**src/rtl/systolic_seq_ctrl_pkg.sv**
```systemverilog
// Shared configuration for the weight-stationary systolic tile sequencer:
// array geometry, vector-count width and the controller state encoding.
package systolic_seq_ctrl_pkg;

    localparam int SMALL_SYS_ROWS = 4;
    localparam int SMALL_SYS_COLS = 4;
    localparam int SYS_CTRL_M_W   = 9;

    typedef enum logic [2:0] {
        IDLE,
        LOAD_W,
        GAP,
        STREAM,
        DRAIN,
        DONE
    } ctrl_state_e;

    // Cycles spent in DRAIN. The last base strobe appears the cycle after
    // STREAM ends, then needs ROWS+COLS-1 more cycles to reach the last
    // column, plus one cycle for that column's valid to fall.
    function automatic int drain_cycles(input int rows, input int cols);
        return rows + cols + 1;
    endfunction

endpackage

```
**src/rtl/systolic_seq_ctrl_skew.sv**
```systemverilog
// Single-bit delay line with every tap exposed: taps[i] is din delayed
// i+1 cycles. Used to build the row skew on if_en and the column skew
// on of_valid. Asynchronous active-low reset clears all taps.
module skew_delay_line #(
    parameter int DEPTH = 4
) (
    input  logic             clk,
    input  logic             rst,
    input  logic             din,
    output logic [DEPTH-1:0] taps
);

    logic [DEPTH-1:0] taps_reg;

    // Shift din through the chain, one stage per cycle.
    always_ff @(posedge clk or negedge rst) begin
        if (!rst) begin
            taps_reg <= '0;
        end else begin
            taps_reg[0] <= din;
            for (int i = 1; i < DEPTH; i++) begin
                taps_reg[i] <= taps_reg[i-1];
            end
        end
    end

    assign taps = taps_reg;

endmodule

```
**src/rtl/systolic_seq_ctrl.sv**
```systemverilog
// Control/address sequencer for a ROWS x COLS weight-stationary systolic
// tile: loads weights bottom row first, streams m_len activation vectors,
// generates the row skew on if_en and the per-column of_valid skew.
// Optional macro SYS_CTRL_PERF_EN adds cyc_cnt/tile_cnt performance
// counters. ROWS must be at least 2 so the weight row address has a width.
module systolic_seq_ctrl
    import systolic_seq_ctrl_pkg::*;
#(
    parameter int ROWS   = SMALL_SYS_ROWS,
    parameter int COLS   = SMALL_SYS_COLS,
    parameter int M_W    = SYS_CTRL_M_W,
    parameter int ADDR_W = 9
) (
    input  logic                    clk,
    input  logic                    rst,
    input  logic                    start,
    input  logic [M_W-1:0]          m_len,
    output logic                    busy,
    output logic                    done,
    output logic                    w_rd_en,
    output logic [$clog2(ROWS)-1:0] w_rd_addr,
    output logic [COLS-1:0]         wfetch,
    output logic                    if_rd_en,
    output logic [ADDR_W-1:0]       if_rd_addr,
    output logic [ROWS-1:0]         if_en,
    output logic [COLS-1:0]         of_valid
`ifdef SYS_CTRL_PERF_EN
    ,
    output logic [31:0]             cyc_cnt,
    output logic [15:0]             tile_cnt
`endif
);

    localparam int RA_W      = $clog2(ROWS);
    localparam int DRAIN_CYC = drain_cycles(ROWS, COLS);
    localparam int DC_W      = $clog2(DRAIN_CYC);

    localparam logic [RA_W-1:0] LAST_ROW  = RA_W'(ROWS - 1);
    localparam logic [DC_W-1:0] DRAIN_END = DC_W'(DRAIN_CYC - 1);

    ctrl_state_e       state_reg;
    logic              busy_reg;
    logic              done_reg;
    logic              w_rd_en_reg;
    logic [RA_W-1:0]   w_rd_addr_reg;
    logic              wfetch_reg;
    logic              if_rd_en_reg;
    logic [ADDR_W-1:0] if_rd_addr_reg;
    logic [M_W-1:0]    m_len_reg;
    logic [M_W-1:0]    v_reg;
    logic [DC_W-1:0]   drain_reg;

    // Tile FSM with registered strobes and addresses. The weight address
    // counts down from the bottom row, so it doubles as the load counter.
    always_ff @(posedge clk or negedge rst) begin
        if (!rst) begin
            state_reg      <= IDLE;
            busy_reg       <= 1'b0;
            done_reg       <= 1'b0;
            w_rd_en_reg    <= 1'b0;
            w_rd_addr_reg  <= '0;
            if_rd_en_reg   <= 1'b0;
            if_rd_addr_reg <= '0;
            m_len_reg      <= '0;
            v_reg          <= '0;
            drain_reg      <= '0;
        end else begin
            done_reg <= 1'b0;
            case (state_reg)
                IDLE: begin
                    if (start) begin
                        m_len_reg     <= m_len;
                        busy_reg      <= 1'b1;
                        w_rd_en_reg   <= 1'b1;
                        w_rd_addr_reg <= LAST_ROW;
                        state_reg     <= LOAD_W;
                    end
                end
                LOAD_W: begin
                    if (w_rd_addr_reg == '0) begin
                        w_rd_en_reg <= 1'b0;
                        state_reg   <= GAP;
                    end else begin
                        w_rd_addr_reg <= w_rd_addr_reg - RA_W'(1);
                    end
                end
                GAP: begin
                    // Last wfetch happens here, so weights settle before
                    // the first activation enable.
                    if (m_len_reg == '0) begin
                        done_reg  <= 1'b1;
                        state_reg <= DONE;
                    end else begin
                        if_rd_en_reg   <= 1'b1;
                        if_rd_addr_reg <= '0;
                        v_reg          <= '0;
                        state_reg      <= STREAM;
                    end
                end
                STREAM: begin
                    if (v_reg == m_len_reg - M_W'(1)) begin
                        if_rd_en_reg <= 1'b0;
                        drain_reg    <= '0;
                        state_reg    <= DRAIN;
                    end else begin
                        v_reg          <= v_reg + M_W'(1);
                        if_rd_addr_reg <= if_rd_addr_reg + ADDR_W'(1);
                    end
                end
                DRAIN: begin
                    // Fixed wait equal to the time for the skew chains to
                    // empty behind the last vector.
                    if (drain_reg == DRAIN_END) begin
                        done_reg  <= 1'b1;
                        state_reg <= DONE;
                    end else begin
                        drain_reg <= drain_reg + DC_W'(1);
                    end
                end
                DONE: begin
                    busy_reg  <= 1'b0;
                    state_reg <= IDLE;
                end
                default: begin
                    busy_reg  <= 1'b0;
                    state_reg <= IDLE;
                end
            endcase
        end
    end

    // Weight shift enable follows the weight read strobe by the buffer's
    // one-cycle read latency.
    always_ff @(posedge clk or negedge rst) begin
        if (!rst) begin
            wfetch_reg <= 1'b0;
        end else begin
            wfetch_reg <= w_rd_en_reg;
        end
    end

    // Row skew: if_en[r] is the read strobe delayed 1+r cycles, i.e. the
    // base strobe s (tap 0) delayed r more.
    skew_delay_line #(
        .DEPTH(ROWS)
    ) u_if_skew (
        .clk  (clk),
        .rst  (rst),
        .din  (if_rd_en_reg),
        .taps (if_en)
    );

    // Column skew: of_valid[c] is s delayed ROWS+c cycles, fed from the
    // bottom row enable.
    skew_delay_line #(
        .DEPTH(COLS)
    ) u_of_skew (
        .clk  (clk),
        .rst  (rst),
        .din  (if_en[ROWS-1]),
        .taps (of_valid)
    );

    assign busy       = busy_reg;
    assign done       = done_reg;
    assign w_rd_en    = w_rd_en_reg;
    assign w_rd_addr  = w_rd_addr_reg;
    assign wfetch     = {COLS{wfetch_reg}};
    assign if_rd_en   = if_rd_en_reg;
    assign if_rd_addr = if_rd_addr_reg;

`ifdef SYS_CTRL_PERF_EN
    logic [31:0] cyc_cnt_reg;
    logic [15:0] tile_cnt_reg;

    // Busy-cycle count of the most recent tile, plus a wrapping tile count.
    always_ff @(posedge clk or negedge rst) begin
        if (!rst) begin
            cyc_cnt_reg  <= '0;
            tile_cnt_reg <= '0;
        end else begin
            if (state_reg == IDLE && start) begin
                cyc_cnt_reg <= '0;
            end else if (busy_reg) begin
                cyc_cnt_reg <= cyc_cnt_reg + 32'd1;
            end
            if (done_reg) begin
                tile_cnt_reg <= tile_cnt_reg + 16'd1;
            end
        end
    end

    assign cyc_cnt  = cyc_cnt_reg;
    assign tile_cnt = tile_cnt_reg;
`endif

endmodule

```
**config.mk**
```make
export PLATFORM = sky130hd
export DESIGN_NAME = systolic_seq_ctrl
export DESIGN_NICKNAME = d
export VERILOG_FILES = /design/src/rtl/systolic_seq_ctrl_pkg.sv /design/src/rtl/systolic_seq_ctrl_skew.sv /design/src/rtl/systolic_seq_ctrl.sv
export SDC_FILE = /design/constraint.sdc
export NUM_CORES = 1
export LEC_CHECK = 0
export BUFFER_PORTS_ARGS = -buffer_cell sky130_fd_sc_hd__clkbuf_2
export CORE_MARGIN = 2
export CORE_UTILIZATION = 55
export CTS_BUF_LIST = sky130_fd_sc_hd__clkbuf_8
export CTS_CLUSTER_SIZE = 14
export DETAILED_ROUTE_END_ITERATION = 7
export GPL_TIMING_DRIVEN = 0
export MAX_ROUTING_LAYER = met4
export PLACE_DENSITY = 0.83
export SLEW_MARGIN = 10
export SYNTH_ARGS = -nofsm -noshare
export SYNTH_HDL_FRONTEND = slang
export SYNTH_SLANG_ARGS = --single-unit
```
**constraint.sdc**
```tcl
create_clock -name clk -period 2.7 [get_ports clk]
set_input_delay 0.135 -clock clk [delete_from_list [all_inputs] [get_ports clk]]
set_output_delay 0.135 -clock clk [all_outputs]
set_load 0.005 [all_outputs]
```
# Yosys cells after proc, flatten, opt, wreduce, memory -nomap -nowiden
# Index checks and enable logic that the tools add are counted.
# totals
regBits	49
# op_classes
eq_ne	14
mux	27
n_addsub	5
n_bitwise	1
reduce_logical	15
# ops
op	count
case mux 9 bit (2 select lines)	2
2-to-1 mux 9 bit	3
adder 9 x 1 -> 9 bit, second input constant	2
!= test 2 bit, second input constant	8
2-to-1 mux 3 bit	5
case mux 3 bit (5 select lines)	1
AND reduction 3 bit	5
equality test 9 bit	1
logical NOT 9 bit	1
subtractor 9 x 1 -> 9 bit, second input constant	1
2-to-1 mux 4 bit	2
case mux 1 bit (2 select lines)	4
case mux 4 bit (2 select lines)	1
equality test 3 x 2 -> 1 bit, second input constant	2
2-to-1 mux 1 bit	6
nonzero test 2 bit	3
adder 4 x 1 -> 4 bit, second input constant	1
equality test 4 bit, second input constant	1
2-to-1 mux 2 bit	2
case mux 2 bit (2 select lines)	1
AND reduction 2 bit	2
AND reduction 4 bit	1
OR reduction 4 bit	1
equality test 3 x 1 -> 1 bit, second input constant	1
5 further kinds	5

# Logic depth before layout (Yosys ltp)
# Gate-level depths: netlist of the first run.
# logic_depth
ltp_word	4
mapped_depth	11
ltp_nobuf	8

# Cells and area by module
# From an unflattened synthesis of the first run, not the netlist that was laid out.
# unflattened
cells_unflattened	257
area_unflattened_um2	2582.5
# by_module_without_submodules
mod	instances	cells_per_inst	area_per_inst_um2
systolic_seq_ctrl	1	249	2382.3
skew_delay_line	2	4	100.1

# Worst setup path after synthesis of the first run
# No wires, ideal clock.
# synth_path
path_type	register -> register
start	register m_len_reg[0]
end	register state_reg[1]
t_arrival_ns	2.214
setup_ns	0.119
synth_period_minus_slack_ns	2.333
path_stages_with_launch	11
path_slack_ns	0.367
cell_sequence	dfrtp_1 -> inv_1 -> ha_1 -> clkbuf_1 -> a221o_1 -> and3_4 -> a2111oi_4 -> buf_6 -> buf_6 -> a211oi_1 -> o21a_1
# synth_between
elab_chain_len	4
word_cells_on_any_way	7
classes_between	add/sub (1); eq/ne (2); mux (2); reduce/logical (2)
# synth_rtl
item	line_no	text
start: declaration	systolic_seq_ctrl.sv:49	logic [M_W-1:0] m_len_reg;
start signal: assignment	systolic_seq_ctrl.sv:72	m_len_reg <= m_len;
subtractor 9 x 1 -> 9 bit	systolic_seq_ctrl.sv:101	if (v_reg == m_len_reg - M_W'(1)) begin
equality test 9 bit	systolic_seq_ctrl.sv:101	
!= test 2 bit (no line)	n/a	
AND reduction 4 bit (no line)	n/a	
end signal: assignment	systolic_seq_ctrl.sv:97	state_reg <= STREAM;
end signal: assignment	systolic_seq_ctrl.sv:104	state_reg <= DRAIN;
end signal: assignment	systolic_seq_ctrl.sv:115	state_reg <= DONE;
end: declaration	systolic_seq_ctrl.sv:41	ctrl_state_e state_reg;
# Parallel ways exist; a longest one is shown, timed or not.
# A chain may end at the register's enable or synchronous reset.

# Worst setup path after layout of the first run
# layout_path
start	register m_len_reg[2]
end	register v_reg[0]
# layout_between
elab_chain_len	4
word_cells_on_any_way	6
classes_between	add/sub (1); eq/ne (3); reduce/logical (2)
# layout_rtl
item	line_no	text
subtractor 9 x 1 -> 9 bit	systolic_seq_ctrl.sv:101	
equality test 9 bit	systolic_seq_ctrl.sv:101	
!= test 2 bit (no line)	n/a	
AND reduction 3 bit (no line) *	n/a	
end signal: assignment	systolic_seq_ctrl.sv:106	v_reg <= v_reg + M_W'(1);
end: declaration	systolic_seq_ctrl.sv:50	logic [M_W-1:0] v_reg;
# Mark *: on every way between the ends. The rest lies on a longest branch, timed or not.

==> results.cfg, run 1 <==
[routing]
antenna_left = 0
drtIter0Drc = 184
drt_first_pass_iters = 4
viasPerCell = 6.01
routedWlPerCell_um = 15.4
dr_total_vias = 2176
wl_mm = 5.59
drc_errors = 0

[timing]
skew_ns = 0.00483
relSlewSlack_pct = 45.8
worst_slack_ns = 0.168
rsz0062_at_grt = no
max_freq_mhz = 395
min_period_over_period_pct = 93.8
drv_slew = 0
tightest_slew_ns = 0.805
tns_ns = 0
setup_viol = 0
hold_viol = 0
period_needed_ns = 2.53

[clock_network]
cts_made_buffers = 5
clock_latency_ns = 0.30
htreeDepth = 2
cts_tree = yes
clk_path_buf_depth = 2
clk_pin_slew_worst_paths_ns = 0.09
clock_sinks = 49
root_buffer = clkbuf_8
cts_setup_buffers = 0

[power]
leakagePower_nw = 1.28
p_per_area_mw_per_mm2 = 992
irDropWorstVdd_v = 0.000577

[worst_hold_path]
hp-class = primary input to flip-flop

[layout]
diodes = 0
final_layout_size_suffix_gt1_share_pct = 23.1
layoutNonFillerInstCount = 362
syn_to_final_growth_pct = 13.4
final_net_count = 326

[yosys]
ys_seq_elements = 49
ys_top_cells_by_count = dfrtp_1 (49), nand2_1 (29), nor2_1 (13), inv_1 (12), nand3_1 (12)
syn_inst = 263
ys_types = 53
synth_area_leaders = dfrtp_1 (46%), nand2_1 (4.1%), mux2i_1 (3.0%)
yosysTopAreaCellShare_pct = 46.5
syn-cell-area_mm2 = 0.00264
postSynth.asyncResetShare_pct = 100
syn_nets = 281
synth_top_cell_by_area = dfrtp_1
avgSynthCellArea_um2 = 10.0
synth_edf_count = 0
ys_seq_area_share_pct = 46.5
synth_most_common_cell = dfrtp_1
synth-main-ff-cell = dfrtp_1
yosysWarningCount = 0

[worst_setup_path]
r2r_end = v_reg[0]
reg2reg_from = m_len_reg[2]
crit_end = v_reg[0]
worst_setup_path_start_kind = flip-flop
critPathKind = flip-flop to flip-flop
rr_worst_depth = 8
cp.arrival_ns = 2.71
cp-startpoint = m_len_reg[2]
crit_fanout = 10
rrSetupSlack_ns = 0.17
cp-end-kind = flip-flop
worstPathRequired_ns = 2.88

[placement]
dpl.cell_count = 355
io_buffers = 38
place.gp.congestion = 0.890
dp_worst_setup_slack_ns = 0.0225
dpl.hpwl_mm = 3.93

[grt]
gr-total-overflow = 0
grt_usage_pct = 23.8
grt_max_degree = 50
grt_antenna_before_repair = 0
grt_pass1_vias = 2067
grt_pass1_wl_mm = 9.54

[floorplanning]
core_area_mm2 = 0.00466
start_util_pct = 56.6
die_h_um = 73.3
fp.dieW_um = 73.3
dieArea_mm2 = 0.00537
placementRows = 25
ioPinCount = 39

[run_status]
status = completed

[job]
cap_violations = 0
==> final cells by class <==
type                            count  area [µm²]
Buffer                             19         111
Sequential cell                    49        1230
Timing Repair Buffer               39         203
Tap cell                           54        67.6
Fill cell                         372        1670
Clock buffer                        5        68.8
Inverter                           12        45.0
Multi-Input combinational cell    182        1250
Clock inverter                      2        16.3
==> power by group <==
| group | switching (W) | internal (W) | total, W |
|---|---|---|---|
| logic | 0.000699 | 0.000602 | 0.00130 |
| registers | 0.000266 | 0.000981 | 0.00125 |
| clock network | 0.000245 | 0.000179 | 0.000424 |
| total | 0.00121 | 0.00176 | 0.00297 |
==> cell usage in the layout (no fill, tap or decap), types with 7 or more instances in the layout <==
master / count
nand3_1: 12
o211ai_1: 9
xnor2_1: 8
a21oi_1: 7
mux2_2: 7
inv_1: 12
dfrtp_1: 49
clkbuf_1: 9
nor2_1: 13
mux2i_1: 8
nand2_1: 29
clkbuf_2: 37
buf_4: 7
nand4_1: 11
nor3_1: 8
==> how the worst min path moves through the flow <==
stage,from,to,slack (ns),cells after the start
after floorplan,rst,busy,-0.16,0
after global placement,m_len[1],m_len_reg[1],0.34,3
after global routing,m_len[1],m_len_reg[1],0.04,3
final,m_len[1],m_len_reg[1],0.03,3
after CTS,m_len[1],m_len_reg[1],0.02,3
after detailed placement,m_len[1],m_len_reg[1],0.35,3
==> cell families after synthesis <==
logic type,Yosys count,share of synthesized area [%]
multiplexers,15,6.02
AND/OR/NAND/NOR,102,20.9
flip-flops,49,46.5
adder cells (fa/ha/maj),6,2.84
buffers and inverters,32,6.07
AO/OA/AOI/OAI,48,14.0
XOR/XNOR,11,3.65
==> timing repair <==
item / 4_1_cts / 5_1_grt
setup endpoints to repair: 0 / 26
hold buffers: 0 / 1
gates resized for setup: 0 / 1
endpoints found under the hold margin: 0 / 49
==> critical path: stages, from the launching register on <==
cell and delay (ns):
dfrtp_1 0.49, nor4_4 0.48, nand4b_1 0.17, a22o_1 0.24, a2111oi_4 0.41, buf_6 0.21, buf_4 0.18, nand3_1 0.10
o311ai_0 0.14
==> metrics by stage <==
| step | util (%) | hold slack (ns) | total power (W) | cell area (µm²) |
|---|---|---|---|---|
| after global placement | 62.1 | 0.341 | 0.00247 | 2900 |
| after CTS | 64.0 | 0.0234 | 0.00297 | 2980 |
| after global routing | 64.2 | 0.0359 | 0.00320 | 2990 |
| after detailed placement | 62.1 | 0.346 | 0.00255 | 2900 |
| final | 64.2 | 0.0340 | 0.00297 | 2990 |
| after floorplan | - | -0.161 | 0.00213 | 2640 |
==> layer usage <==
metal  vias up  GRT usage (%)  share of wire, %
met2        54           37.0                51
li1       1041              -                 -
met5         -              -                 0
met3         4           5.62               5.0
met4         0           9.05               1.3
met1      1077           30.3                43
(Power assumes the default switching activity.)
==> run 2, diff against run 1 <==
- RECOVER_POWER: unset -> 25
==> results.cfg, run 2 (same netlist as run 1, synthesis figures left out) <==
[run_status]
status = completed

[placement]
dpl.hpwl_mm = 3.93
io_buffers = 38
place.gp.congestion = 0.890
dpl.cell_count = 355

[clock_network]
htreeDepth = 2
cts_setup_buffers = 0
clock_sinks = 49
cts_made_buffers = 5
clk_path_buf_depth = 2
clock_latency_ns = 0.30
root_buffer = clkbuf_8
clk_pin_slew_worst_paths_ns = 0.09
cts_tree = yes

[timing]
rsz0062_at_grt = no
period_needed_ns = 2.53
min_period_over_period_pct = 93.8
skew_ns = 0.00480
relSlewSlack_pct = 19.4
tns_ns = 0
max_freq_mhz = 395
tightest_slew_ns = 1.21
drv_slew = 0
hold_viol = 0
setup_viol = 0

[routing]
viasPerCell = 5.98
met2_length_mm = 2.86
drtIter0Drc = 184
drt_first_pass_iters = 4
wl_met1_mm = 2.40
antenna_left = 0
drc_errors = 0
dr_total_vias = 2165
topRoutingLayerUsed = met4
wl_mm = 5.60
routedWlPerCell_um = 15.5
dr_wl_met3_um = 268

[layout]
final_net_count = 326
final_layout_size_suffix_gt1_share_pct = 22.7
final_common_cell = dfrtp_1
syn_to_final_growth_pct = 13.3
diodes = 0
layout_common_cells = dfrtp_1 (49), clkbuf_2 (37), nand2_1 (29)
layoutNonFillerInstCount = 362

[power]
p_per_area_mw_per_mm2 = 993
irDropWorstVdd_v = 0.000577
leakagePower_nw = 1.28

[worst_setup_path]
critPathKind = flip-flop to flip-flop
worst_setup_path_start_kind = flip-flop
cp.arrival_ns = 2.71
cp-end-kind = flip-flop
crit_fanout = 10
worstPathRequired_ns = 2.88

[grt]
grt_antenna_before_repair = 0
gr-total-overflow = 0
grt_pass1_wl_mm = 9.54
grt_pass1_vias = 2067
grt_max_degree = 50
grt_usage_pct = 23.8

[worst_hold_path]
hp-class = primary input to flip-flop

[floorplanning]
core_area_mm2 = 0.00466
placementRows = 25
ioPinCount = 39
start_util_pct = 56.6
dieArea_mm2 = 0.00537
die_h_um = 73.3
fp.dieW_um = 73.3

[job]
cap_violations = 0
-- run 2: timing repair --
action | 4_1_cts | 5_1_grt
hold buffers | 0 | 1
hold endpoints to repair | 0 | 49
setup endpoints to repair | 0 | 26
gates resized for setup | 0 | 1
-- run 2: final cells by class --
type	count	area, µm²
multi-input cells	182	1250
clock buffers	5	68.8
plain buffers	19	111
flip-flops and latches	49	1230
fillers	374	1670
inverters	12	45.0
well taps	54	67.6
clock inverters	2	16.3
repair buffers	39	199
-- run 2: worst paths after layout --
check | startpoint | end | slack (ns) | depth (start not counted)
worst max register to register | m_len_reg[2] | v_reg[0] | 0.17 | 8
worst min register to register | u_if_skew.taps[2] | u_if_skew.taps[3] | 0.38 | 0
min in group asynchronous | rst | m_len_reg[5] | 0.61 | 2
worst min-delay path | m_len[1] | m_len_reg[1] | 0.03 | 3
worst max-delay path | m_len_reg[2] | v_reg[0] | 0.17 | 8
max in group asynchronous | rst | state_reg[1] | 1.35 | 2
-- run 2: power by group --
part / switching, W / leakage (nW) / internal, W
Combinational: 0.000699 / 0.643 / 0.000600
Sequential: 0.000266 / 0.596 / 0.000981
Clock: 0.000245 / 0.0402 / 0.000179
Total: 0.00121 / 1.28 / 0.00176
-- run 2: through the flow --
step | area, µm² | worst slack, ns | hold WS (ns) | utilization (%) | total power [W]
after floorplan | 2640 | 0.367 | -0.161 | - | 0.00213
after global placement | 2900 | 0.0991 | 0.341 | 62.1 | 0.00247
after detailed placement | 2900 | 0.0225 | 0.346 | 62.1 | 0.00255
after CTS | 2980 | 0.00410 | 0.0234 | 64.0 | 0.00297
after global routing | 2990 | 0.00809 | 0.0359 | 64.1 | 0.00320
final | 2990 | 0.167 | 0.0338 | 64.1 | 0.00297
-- run 2: worst max-delay path, stage by stage (launching register included) --
cell and delay, ns:
dfrtp_1 0.49, nor4_4 0.48, nand4b_1 0.17, a22o_1 0.24, a2111oi_4 0.41, buf_6 0.21, buf_4 0.18, nand3_1 0.10
o311ai_0 0.14
-- run 2: routing by layer --
metal / vias up / GRT usage (%)
met2: 47 / 37.0
met4: 0 / 9.05
met1: 1072 / 30.3
met5: - / -
met3: 4 / 5.62
li1: 1042 / -
==> run 3, diff against run 2 <==
- clock period: 2.7 -> 2.4 ns (I/O delays scaled with it)
==> results.cfg, run 3 (same netlist as run 1, synthesis figures left out) <==
[run_status]
status = completed

[timing]
drv_slew = 0
setup_viol = 0
relSlewSlack_pct = 19.4
period_needed_ns = 2.31
max_freq_mhz = 434
rsz0062_at_grt = yes
min_period_over_period_pct = 96.1
worst_slack_ns = 0.0937
hold_slack_ns = 0.0172
tightest_slew_ns = 1.21
hold_viol = 0
skew_ns = 0.00493

[job]
cap_violations = 0

[worst_setup_path]
crit_fanout = 7
worstPathRequired_ns = 2.60
reg2reg_from = m_len_reg[3]
worst_setup_path_start_kind = flip-flop
cp.arrival_ns = 2.51
cp-startpoint = m_len_reg[3]
rrSetupSlack_ns = 0.09
rr_worst_depth = 8
critPathKind = flip-flop to flip-flop
r2r_end = state_reg[1]
crit_end = state_reg[1]
cp-end-kind = flip-flop

[routing]
viasPerCell = 5.95
wl_mm = 5.76
drtIter0Drc = 221
drc_errors = 0
routedWlPerCell_um = 15.7
antenna_left = 0
drt_first_pass_iters = 5
dr_total_vias = 2178

[power]
irDropWorstVdd_v = 0.000723
power_w = 0.00349
leakagePower_nw = 1.32
p_per_area_mw_per_mm2 = 1120

[worst_hold_path]
hp-class = primary input to flip-flop

[grt]
grt_pass1_vias = 2089
grt_antenna_before_repair = 0
grt_usage_pct = 24.2
grt_pass1_wl_mm = 9.67
grt_max_degree = 50
gr-total-overflow = 0

[floorplanning]
die_h_um = 73.3
dieArea_mm2 = 0.00537
ioPinCount = 39
start_util_pct = 56.6
placementRows = 25
core_area_mm2 = 0.00466
fp.dieW_um = 73.3

[clock_network]
cts_tree = yes
clk_pin_slew_worst_paths_ns = 0.09
clk_path_buf_depth = 2
root_buffer = clkbuf_8
clock_latency_ns = 0.30
clock_sinks = 49
htreeDepth = 2
cts_made_buffers = 5

[placement]
dp_worst_setup_slack_ns = -0.278
place.gp.congestion = 0.890
dpl.hpwl_mm = 3.93
io_buffers = 38

[layout]
layout_common_cells = dfrtp_1 (46), clkbuf_2 (37), nand2_1 (29)
final_common_cell = dfrtp_1
syn_to_final_growth_pct = 17.6
diodes = 0
final_layout_size_suffix_gt1_share_pct = 26.9
fin_util_pct = 66.6
final_net_count = 330
## run 3: cell count changes in the layout (fill, tap and decap cells not counted), moves of 2 or more
cell,before,now
a211oi_2,0,2
buf_4,6,8
a211oi_1,2,0
dfrtp_1,49,46
dfrtp_2,0,3
## run 3: cell type report
class	instances	area, µm²
Tap cell	54	67.6
Multi-Input combinational cell	182	1300
Sequential cell	49	1230
Clock buffer	5	68.8
Inverter	12	45.0
Clock inverter	2	16.3
Fill cell	356	1560
Buffer	18	115
Timing Repair Buffer	44	258
## run 3: critical path: stages (launching register included)
cell and delay, ns:
dfrtp_2 0.46, nor4_4 0.42, nand4_1 0.14, and3_4 0.20, a2111oi_4 0.41, buf_6 0.20
buf_8 0.12, a211oi_2 0.06, o21a_1 0.18
## run 3: worst min-delay path by stage
stage	startpoint	endpoint	slack [ns]	cells past startpoint
floorplan	rst	busy	-0.18	0
global placement	m_len[1]	m_len_reg[1]	0.33	3
detailed placement	m_len[1]	m_len_reg[1]	0.33	3
CTS	m_len[1]	m_len_reg[1]	0.008	3
global route	m_len[1]	m_len_reg[1]	0.02	3
finish	m_len[1]	m_len_reg[1]	0.02	3
## run 3: per-stage QoR
stage                     instance area (µm²)  TNS, ns  cells
after global placement                   2900    -2.34    355
after CTS                                3020        0    364
after floorplan                          2640        0    263
after global routing                     3100  -0.0447    366
final                                    3100        0    366
after detailed placement                 2900    -4.36    355
## run 3: report_power, final
group	total (W)	leakage [nW]	switching, W	internal (W)
combinational	0.00158	0.682	0.000828	0.000748
sequential	0.00143	0.593	0.000326	0.00111
clock	0.000478	0.0402	0.000277	0.000201
total	0.00349	1.32	0.00143	0.00206
## run 3: routing by layer
metal | global-route usage, % | up-vias | wire, µm | share of wire, %
li1 | - | 1052 | - | -
met1 | 30.7 | 1054 | 2470 | 43
met2 | 37.7 | 60 | 2890 | 50
met3 | 5.62 | 12 | 299 | 5.2
met4 | 9.26 | 0 | 97 | 1.7
met5 | - | - | 0 | 0
## run 3: repair_timing
item,CTS,global route
hold endpoints to repair,0,49
resized for setup,4,13
endpoints found under the setup margin,26,23
buffers inserted,3,1
cloned,0,1
hold buffers,0,1
pin swaps,3,4
